==> config.mk <==
export PLATFORM = sky130hd
export DESIGN_NAME = sc_collision_game_ctrl
export DESIGN_NICKNAME = d
export VERILOG_FILES = /design/src/rtl/sc_collision_game_ctrl_pkg.sv /design/src/rtl/sc_collision_game_ctrl_sat_counter.sv /design/src/rtl/sc_collision_game_ctrl.sv
export SDC_FILE = /design/constraint.sdc
export NUM_CORES = 1
export LEC_CHECK = 0
export CAP_MARGIN = 20
export CORE_ASPECT_RATIO = 1.4
export CORE_MARGIN = 2
export CORE_UTILIZATION = 35
export CTS_CLUSTER_SIZE = 14
export DETAILED_ROUTE_END_ITERATION = 10
export PLACE_DENSITY = 0.7
export SLEW_MARGIN = 20
export SYNTH_ARGS = -nofsm -noshare
export SYNTH_HDL_FRONTEND = slang
export SYNTH_HIERARCHICAL = 1
export SYNTH_SLANG_ARGS = --single-unit
==> constraint.sdc <==
create_clock -name SC_COLLISIONCTRL_CLOCK_50 -period 2.3 [get_ports SC_COLLISIONCTRL_CLOCK_50]
set_input_delay 0.46 -clock SC_COLLISIONCTRL_CLOCK_50 [delete_from_list [all_inputs] [get_ports SC_COLLISIONCTRL_CLOCK_50]]
set_output_delay 0.46 -clock SC_COLLISIONCTRL_CLOCK_50 [all_outputs]
set_load 0.1 [all_outputs]
==> src/rtl/sc_collision_game_ctrl_pkg.sv <==
// Shared state encoding for the collision game controller.
package sc_collision_game_ctrl_pkg;

  localparam int STATEWIDTH = 3;

  typedef enum logic [STATEWIDTH-1:0] {
    IDLE  = 3'd0,
    LOAD  = 3'd1,
    PLAY  = 3'd2,
    GRACE = 3'd3,
    PAUSE = 3'd4,
    OVER  = 3'd5
  } stateT;

endpackage

==> src/rtl/sc_collision_game_ctrl_sat_counter.sv <==
// Saturating up-counter with synchronous clear; holds at all-ones instead of wrapping.
module sc_sat_counter #(
  parameter int WIDTH = 8
) (
  input  logic             clk,
  input  logic             rstLow,
  input  logic             clear,
  input  logic             enable,
  output logic [WIDTH-1:0] count
);

  always_ff @(posedge clk) begin
    if (!rstLow || clear) begin
      count <= '0;
    end else if (enable && (count != {WIDTH{1'b1}})) begin
      count <= count + 1'b1;
    end
  end

endmodule

==> src/rtl/sc_collision_game_ctrl.sv <==
// Game-loop controller: sequences the obstacle datapath, samples the collision
// flag, tracks lives with a post-hit grace window and keeps a saturating score.
//
// state | meaning
// IDLE  | waiting for start, datapath stopped
// LOAD  | one-cycle reload of obstacle registers
// PLAY  | datapath running, collisions cost a life
// GRACE | datapath running, collisions ignored until grace ticks expire
// PAUSE | datapath stopped, score and lives frozen
// OVER  | no lives left, waiting for restart
module sc_collision_game_ctrl
  import sc_collision_game_ctrl_pkg::*;
#(
  parameter int LIVES       = 3,
  parameter int LIVESWIDTH  = 2,
  parameter int GRACE_TICKS = 4,
  parameter int GRACEWIDTH  = 3,
  parameter int SCOREWIDTH  = 8
) (
  input  logic                  SC_COLLISIONCTRL_CLOCK_50,
  input  logic                  SC_COLLISIONCTRL_RESET_InLow,
  input  logic                  SC_COLLISIONCTRL_start_In,
  input  logic                  SC_COLLISIONCTRL_tick_In,
  input  logic                  SC_COLLISIONCTRL_pause_In,
  input  logic                  SC_COLLISIONCTRL_collision_In,
  output logic                  SC_COLLISIONCTRL_run_Out,
  output logic                  SC_COLLISIONCTRL_reload_Out,
  output logic                  SC_COLLISIONCTRL_hit_Out,
  output logic                  SC_COLLISIONCTRL_gameover_Out,
  output logic [LIVESWIDTH-1:0] SC_COLLISIONCTRL_lives_OutBUS,
  output logic [SCOREWIDTH-1:0] SC_COLLISIONCTRL_score_OutBUS,
  output logic [STATEWIDTH-1:0] SC_COLLISIONCTRL_state_OutBUS
);

  logic clk;
  logic rstLow;
  logic start;
  logic tick;
  logic pause;
  logic collision;

  assign clk       = SC_COLLISIONCTRL_CLOCK_50;
  assign rstLow    = SC_COLLISIONCTRL_RESET_InLow;
  assign start     = SC_COLLISIONCTRL_start_In;
  assign tick      = SC_COLLISIONCTRL_tick_In;
  assign pause     = SC_COLLISIONCTRL_pause_In;
  assign collision = SC_COLLISIONCTRL_collision_In;

  stateT                 state;
  stateT                 stateNext;
  logic [LIVESWIDTH-1:0] lives;
  logic [LIVESWIDTH-1:0] livesNext;
  logic [GRACEWIDTH-1:0] grace;
  logic [GRACEWIDTH-1:0] graceNext;
  logic                  hit;
  logic                  hitNext;
  logic                  scoreClear;
  logic                  scoreInc;
  logic [SCOREWIDTH-1:0] score;

  // State register
  always_ff @(posedge clk) begin
    if (!rstLow) begin
      state <= IDLE;
    end else begin
      state <= stateNext;
    end
  end

  // Next-state logic; collision outranks pause, which outranks tick
  always_comb begin
    stateNext = state;
    case (state)
      IDLE:  if (start) stateNext = LOAD;
      LOAD:  stateNext = PLAY;
      PLAY: begin
        if (collision) begin
          stateNext = (lives > LIVESWIDTH'(1)) ? GRACE : OVER;
        end else if (pause) begin
          stateNext = PAUSE;
        end
      end
      GRACE: if (tick && (grace <= GRACEWIDTH'(1))) stateNext = PLAY;
      PAUSE: if (!pause) stateNext = PLAY;
      OVER:  if (start) stateNext = LOAD;
      default: stateNext = IDLE;
    endcase
  end

  // Counter/pulse updates decided in the current state
  always_comb begin
    livesNext  = lives;
    graceNext  = grace;
    hitNext    = 1'b0;
    scoreClear = 1'b0;
    scoreInc   = 1'b0;
    case (state)
      IDLE, OVER: begin
        if (start) begin
          livesNext  = LIVESWIDTH'(LIVES);
          graceNext  = '0;
          scoreClear = 1'b1;
        end
      end
      PLAY: begin
        if (collision) begin
          hitNext = 1'b1;
          if (lives > LIVESWIDTH'(1)) begin
            livesNext = lives - 1'b1;
            graceNext = GRACEWIDTH'(GRACE_TICKS);
          end else begin
            livesNext = '0;
          end
        end else if (!pause && tick) begin
          scoreInc = 1'b1;
        end
      end
      GRACE: begin
        if (tick) begin
          scoreInc  = 1'b1;
          graceNext = grace - 1'b1;
        end
      end
      default: ;
    endcase
  end

  always_ff @(posedge clk) begin
    if (!rstLow) begin
      lives <= LIVESWIDTH'(LIVES);
      grace <= '0;
      hit   <= 1'b0;
    end else begin
      lives <= livesNext;
      grace <= graceNext;
      hit   <= hitNext;
    end
  end

  sc_sat_counter #(
    .WIDTH (SCOREWIDTH)
  ) uScore (
    .clk    (clk),
    .rstLow (rstLow),
    .clear  (scoreClear),
    .enable (scoreInc),
    .count  (score)
  );

  // Moore decodes of the registered state, so these change only at clock edges
  assign SC_COLLISIONCTRL_run_Out       = (state == PLAY) || (state == GRACE);
  assign SC_COLLISIONCTRL_reload_Out    = (state == LOAD);
  assign SC_COLLISIONCTRL_gameover_Out  = (state == OVER);
  assign SC_COLLISIONCTRL_hit_Out       = hit;
  assign SC_COLLISIONCTRL_lives_OutBUS  = lives;
  assign SC_COLLISIONCTRL_score_OutBUS  = score;
  assign SC_COLLISIONCTRL_state_OutBUS  = state;

endmodule

# Yosys cells after proc, flatten, opt, wreduce, memory -nomap -nowiden
# Index checks and enable logic that the tools add are counted.
[totals]
regBits = 17
inputBits = 6
output_inout_bits = 17
word_cells = 61
[op_classes]
n_addsub = 3
magnitude_cmp = 2
n_eq_ne = 13
mux = 23
reduce_logical = 15
[op_table]
columns = ["operator", "count"]
rows = [
  ["two-way mux 3 bit", 10],
  ["case mux 3 bit (5 select lines)", 1],
  ["!= test 2 bit (second input constant)", 5],
  ["case mux 3 bit (3 select lines)", 1],
  ["adder 8 x 1 -> 8 bit (second input constant)", 1],
  ["!= test 8 bit (second input constant)", 1],
  ["equality test 3 x 2 -> 1 bit (second input constant)", 2],
  ["equality test 3 bit (second input constant)", 2],
  ["two-way mux 1 bit", 6],
  ["two-way mux 2 bit", 3],
  ["AND reduction 5 bit", 1],
  ["case mux 2 bit (2 select lines)", 1],
  ["AND reduction 4 bit", 1],
  ["equality test 3 x 1 -> 1 bit (second input constant)", 1],
  ["<= comparator 3 x 1 -> 1 bit (second input constant)", 1],
  ["logical AND 1 bit", 3],
  ["logical NOT 3 bit", 1],
  ["!= test 3 bit (second input constant)", 1],
  ["AND reduction 3 bit", 1],
  ["nonzero test 3 bit", 1],
  ["subtractor 3 x 1 -> 3 bit (second input constant)", 1],
  ["> comparator 2 x 1 -> 1 bit (second input constant)", 1],
  ["logical NOT 1 bit", 2],
  ["logical OR 1 bit", 2],
  ["other kinds (6)", 6],
]

# Depth between registers and ports, before layout
# Gate-level depths: netlist of run 1.
[depth]
ltp_word = 6
ltp_mapped = 7

# Modules after synthesis
# Netlist of run 1, hierarchy kept.
[by_module_without_submodules]
columns = ["module", "instances", "cells_each", "area_each_um2", "seq_area_each_um2"]
rows = [
  ["sc_collision_game_ctrl", 1, 73, 620.6, 180.2],
  ["sc_sat_counter", 1, 46, 421.7, 160.2],
]

# Worst setup path before layout of run 1
# Ideal clock, no wire load.
[synth_timing]
path_kind = "reg-to-output"
from = "register state[0] (netlist: SC_COLLISIONCTRL_state_OutBUS[0])"
to = "output SC_COLLISIONCTRL_reload_Out"
t_arrival_ns = 3.702
setup_slack_ns = -1.862
path_stages_with_launch = 4
n_path_buf = 2
cell_sequence = "dfxtp_1 -> buf_2 -> buf_2 -> nor3b_1"
[synth_via]
elab_chain_cells = 1
[synth_lines]
columns = ["item", "line_no", "text"]
rows = [
  ["from (decl)", "sc_collision_game_ctrl.sv:49", "stateT state;"],
  ["from (signal assigned)", "sc_collision_game_ctrl.sv:66", "state <= stateNext;"],
  ["equality test 3 x 1 -> 1 bit", "sc_collision_game_ctrl.sv:152", "assign SC_COLLISIONCTRL_reload_Out = (state == LOAD);"],
  ["to (decl)", "sc_collision_game_ctrl.sv:27", "output logic SC_COLLISIONCTRL_reload_Out,"],
]
# No other way between the ends.

# Worst setup path after layout of run 1
[layout_timing]
from = "input SC_COLLISIONCTRL_collision_In"
to = "register uScore.count[5]"
[layout_via]
elab_chain_cells = 3
[layout_lines]
columns = ["item", "line_no", "text"]
rows = [
  ["from (decl)", "sc_collision_game_ctrl.sv:25", "input logic SC_COLLISIONCTRL_collision_In,"],
  ["two-way mux 1 bit", "sc_collision_game_ctrl.sv:106", "if (collision) begin"],
  ["case mux 1 bit (2 select lines)", "sc_collision_game_ctrl.sv:97", "case (state)"],
  ["via scoreInc", "sc_collision_game_ctrl.sv:58", "logic scoreInc;"],
  ["logical AND 1 bit", "sc_collision_game_ctrl_sat_counter.sv:15", "end else if (enable && (count != {WIDTH{1'b1}})) begin"],
  ["to (signal assigned)", "sc_collision_game_ctrl_sat_counter.sv:16", "count <= count + 1'b1;"],
  ["to (decl)", "sc_collision_game_ctrl_sat_counter.sv:9", "output logic [WIDTH-1:0] count"],
]
# The timed path passes the listed nets, and every way through them passes these cells.
# A chain may end at the register's enable or synchronous reset.

==> flow_summary.ini, run 1 <==
[yosys]
yosysUniqueCellTypes = 43
postSynthCellCount = 119
syn_nets = 127
yosys_most_used_dff = dfxtp_1
ys_ff_latch = 17
syn_area_um2 = 1040
yosys_warnings = 6
seq_area_frac_synth = 0.327
ys_async_sr_fraction = 0
synth_edf_count = 0
syn_avg_cell_area_um2 = 8.76

[cts]
cts_tree = built
clock_latency_ns = 0.26
ctsHoldBuffers = 0
path_clk_slew_ns = 0.06
htreeDepth = 1
cts_buffer_depth = 2
numCtsBuffers = 3
clock_sinks = 17
cts-resized-gates = 0
clock-root-buffer = clkbuf_8
cts_setup_buffers = 0

[timing]
max_freq_mhz = 551
slew_viol_final = 0
clock_skew_ns = 0.00490
period_share = 0.790
whs_ns = 0.467
worstMarginPinSlew_ns = 0.544
setup_viol = 0
finalHoldViolCount = 0
rsz0062_at_grt = no
relSlewSlack = 0.636
period_needed_ns = 1.82

[power_and_ir_drop]
p_comb_frac = 0.533
switchingPower_w = 0.000681
powerDensity_nw_per_um2 = 1040
total_power_w = 0.00139
peakVddDrop_mv = 0.508
clockPowerShare = 0.164
p_int_w = 0.000711
power_leakage_nw = 0.551
seqPwrFrac = 0.303
swShare = 0.489

[global_routing]
grt_util_met3 = 0.0345
grt_usage = 0.162
antenna_found_initial = 0
grt_first_pass_wirelength_um = 4220
grt_max_degree = 19
busiest_layer = met2
grtUsageMet2 = 0.276
grt.overflow.total = 0
grt_pass1_vias = 938
use_met1 = 0.185

[floorplanning]
dieArea_um2 = 3440
die_y_um = 68.6
core_area_um2 = 2850
die_x_um = 50.1
initial_core_util = 0.366
rows = 23
io_pins = 23

[detailed_routing]
post-route-drc-count = 0
drtAntennaViolNets = 0
wl_per_cell_um = 14.1
wl_um = 2490
detail_route.first_pass.iterations = 4
drtIter0Drc = 20
avgViaCountPerCell = 5.50
vias = 973

[final_layout]
final_cells = 177
antenna_cells = 0
drive_gt1_frac = 0.257
fillers = 263
nets = 149
area_growth_pct = 27.9
fin_area_um2 = 1330

[placed_design]
hpwl_um = 1810
port-buffer-count = 22
post_dp_cell_area_um2 = 1290
gp_congestion = 0.790
dp.cells = 173

[critical_path]
cp.required_ns = 2.48
worstRegToRegCells = 5
reg2reg_slack_ns = 0.52
rr_startpoint = SC_COLLISIONCTRL_state_OutBUS[0]$_SDFFE_PN0P_
cp.arrival_ns = 2.00
critPathMaxFanout = 6
r2r_end = uScore/count[3]$_SDFFE_PP0P_
cp-start-kind = input port
critPathKind = input port to flip-flop
cp-end-kind = flip-flop

[hold_path]
holdPathEnd = grace[0]$_SDFFE_PN0P_
whs_path_depth = 2
min-delay-start = grace[0]$_SDFFE_PN0P_
min_path_type = flip-flop to flip-flop

[run]
max_cap_viol_count = 0

[status]
status = finished, final reports clean
worst max-delay path: stages:
cell	delay, ns
clkdlybuf4s50_1	0.50
nor2_1	0.18
o211a_1	0.25
nand4_1	0.16
a211oi_2	0.24
mux2i_1	0.20
layout make-up:
type                       instances  area [um^2]  share of cell area
sequential                        17          344               0.258
multi-input combinational         90          652               0.489
clock buffer                       4         45.0              0.0338
inverter                           6         22.5              0.0169
timing repair buffer              23          223               0.167
tap                               37         46.3              0.0347
logic make-up (layout without fill, tap and decap cells):
group           count (synthesis)  after routing  share of synthesized area
simple gates                   51             51                      0.299
compound gates                 28             28                      0.205
fa+ha+maj                       2              2                     0.0240
xor+xnor                        1              1                    0.00840
buf+inv                        12             33                     0.0600
flops                          17             17                      0.327
mux                             8              8                     0.0768
power groups by stage:
| stage | Clock [W] | Sequential, W | Combinational (W) |
|---|---|---|---|
| floorplan | 0 | 0.000523 | 0.000493 |
| global placement | 0 | 0.000424 | 0.000732 |
| detailed placement | 0 | 0.000430 | 0.000746 |
| CTS | 0.000237 | 0.000422 | 0.000748 |
| global route | 0.000252 | 0.000433 | 0.000786 |
| finish | 0.000229 | 0.000421 | 0.000742 |
cell usage in the layout, fill, tap and decap left out, drive strengths merged, types with 2 or more instances in the layout:
cell / netlist / layout
buf: 5 / 18
dfxtp: 17 / 17
nand2: 16 / 16
mux2i: 8 / 8
a21oi: 7 / 7
o21ai: 7 / 7
inv: 6 / 6
and4: 6 / 6
clkdlybuf4s50: 0 / 5
nor2b: 5 / 5
nand2b: 4 / 4
nand3: 4 / 4
clkbuf: 1 / 4
nor2: 3 / 3
nor3b: 3 / 3
and3: 2 / 2
nand4: 2 / 2
ha: 2 / 2
a31oi: 2 / 2
and3b: 2 / 2
o211ai: 2 / 2
Yosys cell counts, types with 3 or more instances:
cell,n,share of area
mux2i_1,8,0.077
and4_1,4,0.034
nand3_1,4,0.019
nor2_1,3,0.011
a21oi_1,7,0.034
nor2b_1,3,0.018
o21ai_0,6,0.029
nand2b_1,4,0.024
dfxtp_1,17,0.33
nand2_1,16,0.058
inv_1,6,0.022
metrics by stage:
stage	setup TNS (ns)	setup WS (ns)	utilization
2_1_floorplan	-0.156	-0.156	-
3_3_place_gp	0	0.298	0.452
3_5_place_dp	0	0.245	0.452
4_1_cts	0	0.514	0.468
5_1_grt	0	0.279	0.468
6_report	0	0.484	0.468
worst max path at each step:
| stage | start | endpoint | cells past startpoint |
|---|---|---|---|
| 5_1_grt | SC_COLLISIONCTRL_state_OutBUS[0]$_SDFFE_PN0P_ | uScore/count[3]$_SDFFE_PP0P_ | 5 |
| 2_1_floorplan | SC_COLLISIONCTRL_state_OutBUS[0]$_SDFFE_PN0P_ | SC_COLLISIONCTRL_reload_Out | 3 |
| 3_3_place_gp | SC_COLLISIONCTRL_collision_In | uScore/count[7]$_SDFFE_PP0P_ | 6 |
| 3_5_place_dp | SC_COLLISIONCTRL_collision_In | uScore/count[7]$_SDFFE_PP0P_ | 6 |
| 6_report | SC_COLLISIONCTRL_collision_In | uScore/count[5]$_SDFFE_PP0P_ | 6 |
| 4_1_cts | SC_COLLISIONCTRL_state_OutBUS[0]$_SDFFE_PN0P_ | SC_COLLISIONCTRL_reload_Out | 2 |
flip-flops by register name, summed over array words and instances (netlist names):
signal and flops:
uScore/count 8, SC_COLLISIONCTRL_state_OutBUS 3, grace 3, SC_COLLISIONCTRL_lives_OutBUS 2, SC_COLLISIONCTRL_hit_Out 1
per-layer routing:
layer,wire length [um],up-vias
met1,1070,453
li1,-,477
met4,83,0
met5,0,-
met3,144,9
met2,1190,34
Power figures use the tool's default switching activity.
==> inputs of run 2 (changes only) <==
==> constraint.sdc (replaced) <==
create_clock -name SC_COLLISIONCTRL_CLOCK_50 -period 1.8 [get_ports SC_COLLISIONCTRL_CLOCK_50]
set_input_delay 0.36 -clock SC_COLLISIONCTRL_CLOCK_50 [delete_from_list [all_inputs] [get_ports SC_COLLISIONCTRL_CLOCK_50]]
set_output_delay 0.36 -clock SC_COLLISIONCTRL_CLOCK_50 [all_outputs]
set_load 0.1 [all_outputs]
==> flow_summary.ini, run 2 (synthesis results as in run 1) <==
[critical_path]
cp-end-kind = flip-flop
crit_cells = 6
reg2reg_slack_ns = 0.22
cp.required_ns = 1.99
cp.arrival_ns = 1.80
cp-start-kind = input port
r2r_end = uScore/count[3]$_SDFFE_PP0P_
startpoint = SC_COLLISIONCTRL_collision_In
worstRegToRegCells = 5
critPathKind = input port to flip-flop
worstSetupEndpoint = uScore/count[6]$_SDFFE_PP0P_
critPathMaxFanout = 6
path_cells = clkdlybuf4s50_1, nor2_1, o211a_1, and4_1, a41o_1, nor2_1
worst-path-buf-inv = 1
cp_common_cell = nor2_1
critical-path-max-stage-delay_ns = 0.52
rr_startpoint = SC_COLLISIONCTRL_state_OutBUS[0]$_SDFFE_PN0P_
critPathTopFamily = buffers and inverters
cpMaxStageDelayCell = clkdlybuf4s50_1

[cts]
htreeDepth = 1
numCtsBuffers = 3
clock_sinks = 17
clock-root-buffer = clkbuf_8
cts-resized-gates = 0
clock_latency_ns = 0.25
cts_tree = built
cts_buffer_depth = 2
path_clk_slew_ns = 0.07

[placed_design]
gp_congestion = 0.809
hpwl_um = 1830
port-buffer-count = 22

[global_routing]
antenna_found_initial = 0
grt_max_degree = 19
grt_pass1_vias = 990
grt.overflow.total = 0
grt_usage = 0.164
grt_first_pass_wirelength_um = 4360

[detailed_routing]
wl_per_cell_um = 13.1
vias = 973
drtIter0Drc = 25
drtAntennaViolNets = 0
avgViaCountPerCell = 5.29
detail_route.first_pass.iterations = 4
post-route-drc-count = 0
wl_um = 2420

[timing]
relSlewSlack = 0.669
rsz0062_at_grt = no
slew_viol_final = 0
period_needed_ns = 1.61
fin_tns_setup_ns = 0
setup_viol = 0
worstMarginPinSlew_ns = 0.496
period_share = 0.894
max_freq_mhz = 621
whs_ns = 0.486
finalHoldViolCount = 0
clock_skew_ns = 0.00631

[final_layout]
fin_util = 0.557
drive_gt1_frac = 0.313
regMostFlops = uScore/count
largest_reg_flops = 8
nets = 156
final_cell_mix = buf_12, nand2_1, dfxtp_1
antenna_cells = 0
final_common_cell = buf_12
area_growth_pct = 52.2

[power_and_ir_drop]
peakVddDrop_mv = 0.954
total_power_w = 0.00193
powerDensity_nw_per_um2 = 1220
power_leakage_nw = 0.636

[floorplanning]
die_y_um = 68.6
io_pins = 23
die_x_um = 50.1
rows = 23
core_area_um2 = 2850
dieArea_um2 = 3440
initial_core_util = 0.366

[run]
max_cap_viol_count = 0

[status]
status = finished, final reports clean

[hold_path]
min_path_type = flip-flop to flip-flop
whs_path_depth = 2
==> run 2: changes by cell type in the layout (fill, tap and decap cells not counted), sizes merged <==
cell / delta
buf: +7
==> run 2: worst register-to-register path, cell delays in order (launching register included) <==
cell and delay [ns]:
dfxtp_4 0.49, xor2_1 0.21, nor3b_1 0.10, nor2b_1 0.41, o21ai_0 0.18, a21oi_1 0.14
==> run 2: repair_timing <==
action | CTS | global route
endpoints found under the setup margin | 0 | 2
hold buffers | 0 | 0
setup buffers | 0 | 2
==> run 2: area by class of cell <==
class,instances,area (um^2)
Fill cell,255,1260
Multi-Input combinational cell,90,654
Timing Repair Buffer,30,463
Sequential cell,17,355
Tap cell,37,46.3
Clock buffer,4,45.0
Inverter,6,22.5
==> run 2: routing by layer <==
layer  GRT usage  vias up  share of wire
li1            -      488              -
met1       0.185      445           0.41
met2       0.301       38           0.51
met3      0.0302        2          0.067
met4      0.0660        0         0.0087
met5           0        -              0
==> run 2: how the worst min path moves through the flow <==
| stage | slack (ns) | to | from |
|---|---|---|---|
| 3_5_place_dp | 0.48 | grace[1]$_SDFFE_PN0P_ | grace[1]$_SDFFE_PN0P_ |
| 6_report | 0.49 | grace[1]$_SDFFE_PN0P_ | grace[1]$_SDFFE_PN0P_ |
| 2_1_floorplan | 0.44 | grace[0]$_SDFFE_PN0P_ | grace[0]$_SDFFE_PN0P_ |
| 4_1_cts | 0.49 | grace[1]$_SDFFE_PN0P_ | grace[1]$_SDFFE_PN0P_ |
| 5_1_grt | 0.53 | grace[0]$_SDFFE_PN0P_ | grace[0]$_SDFFE_PN0P_ |
| 3_3_place_gp | 0.45 | grace[0]$_SDFFE_PN0P_ | grace[0]$_SDFFE_PN0P_ |
==> run 2: where the power goes <==
group / switching, W / internal [W] / leakage (nW) / total, W
Combinational: 0.000633 / 0.000458 / 0.473 / 0.00109
Clock: 0.000123 / 0.000157 / 0.0228 / 0.000279
Sequential: 0.000130 / 0.000433 / 0.140 / 0.000564
==> run 2: metrics by stage <==
stage	worst slack, ns	instances	instance area (um^2)
floorplan	-0.234	119	1100
global placement	-0.0185	178	1530
detailed placement	-0.0784	178	1530
CTS	0.104	182	1570
global route	0.0193	184	1590
finish	0.190	184	1590
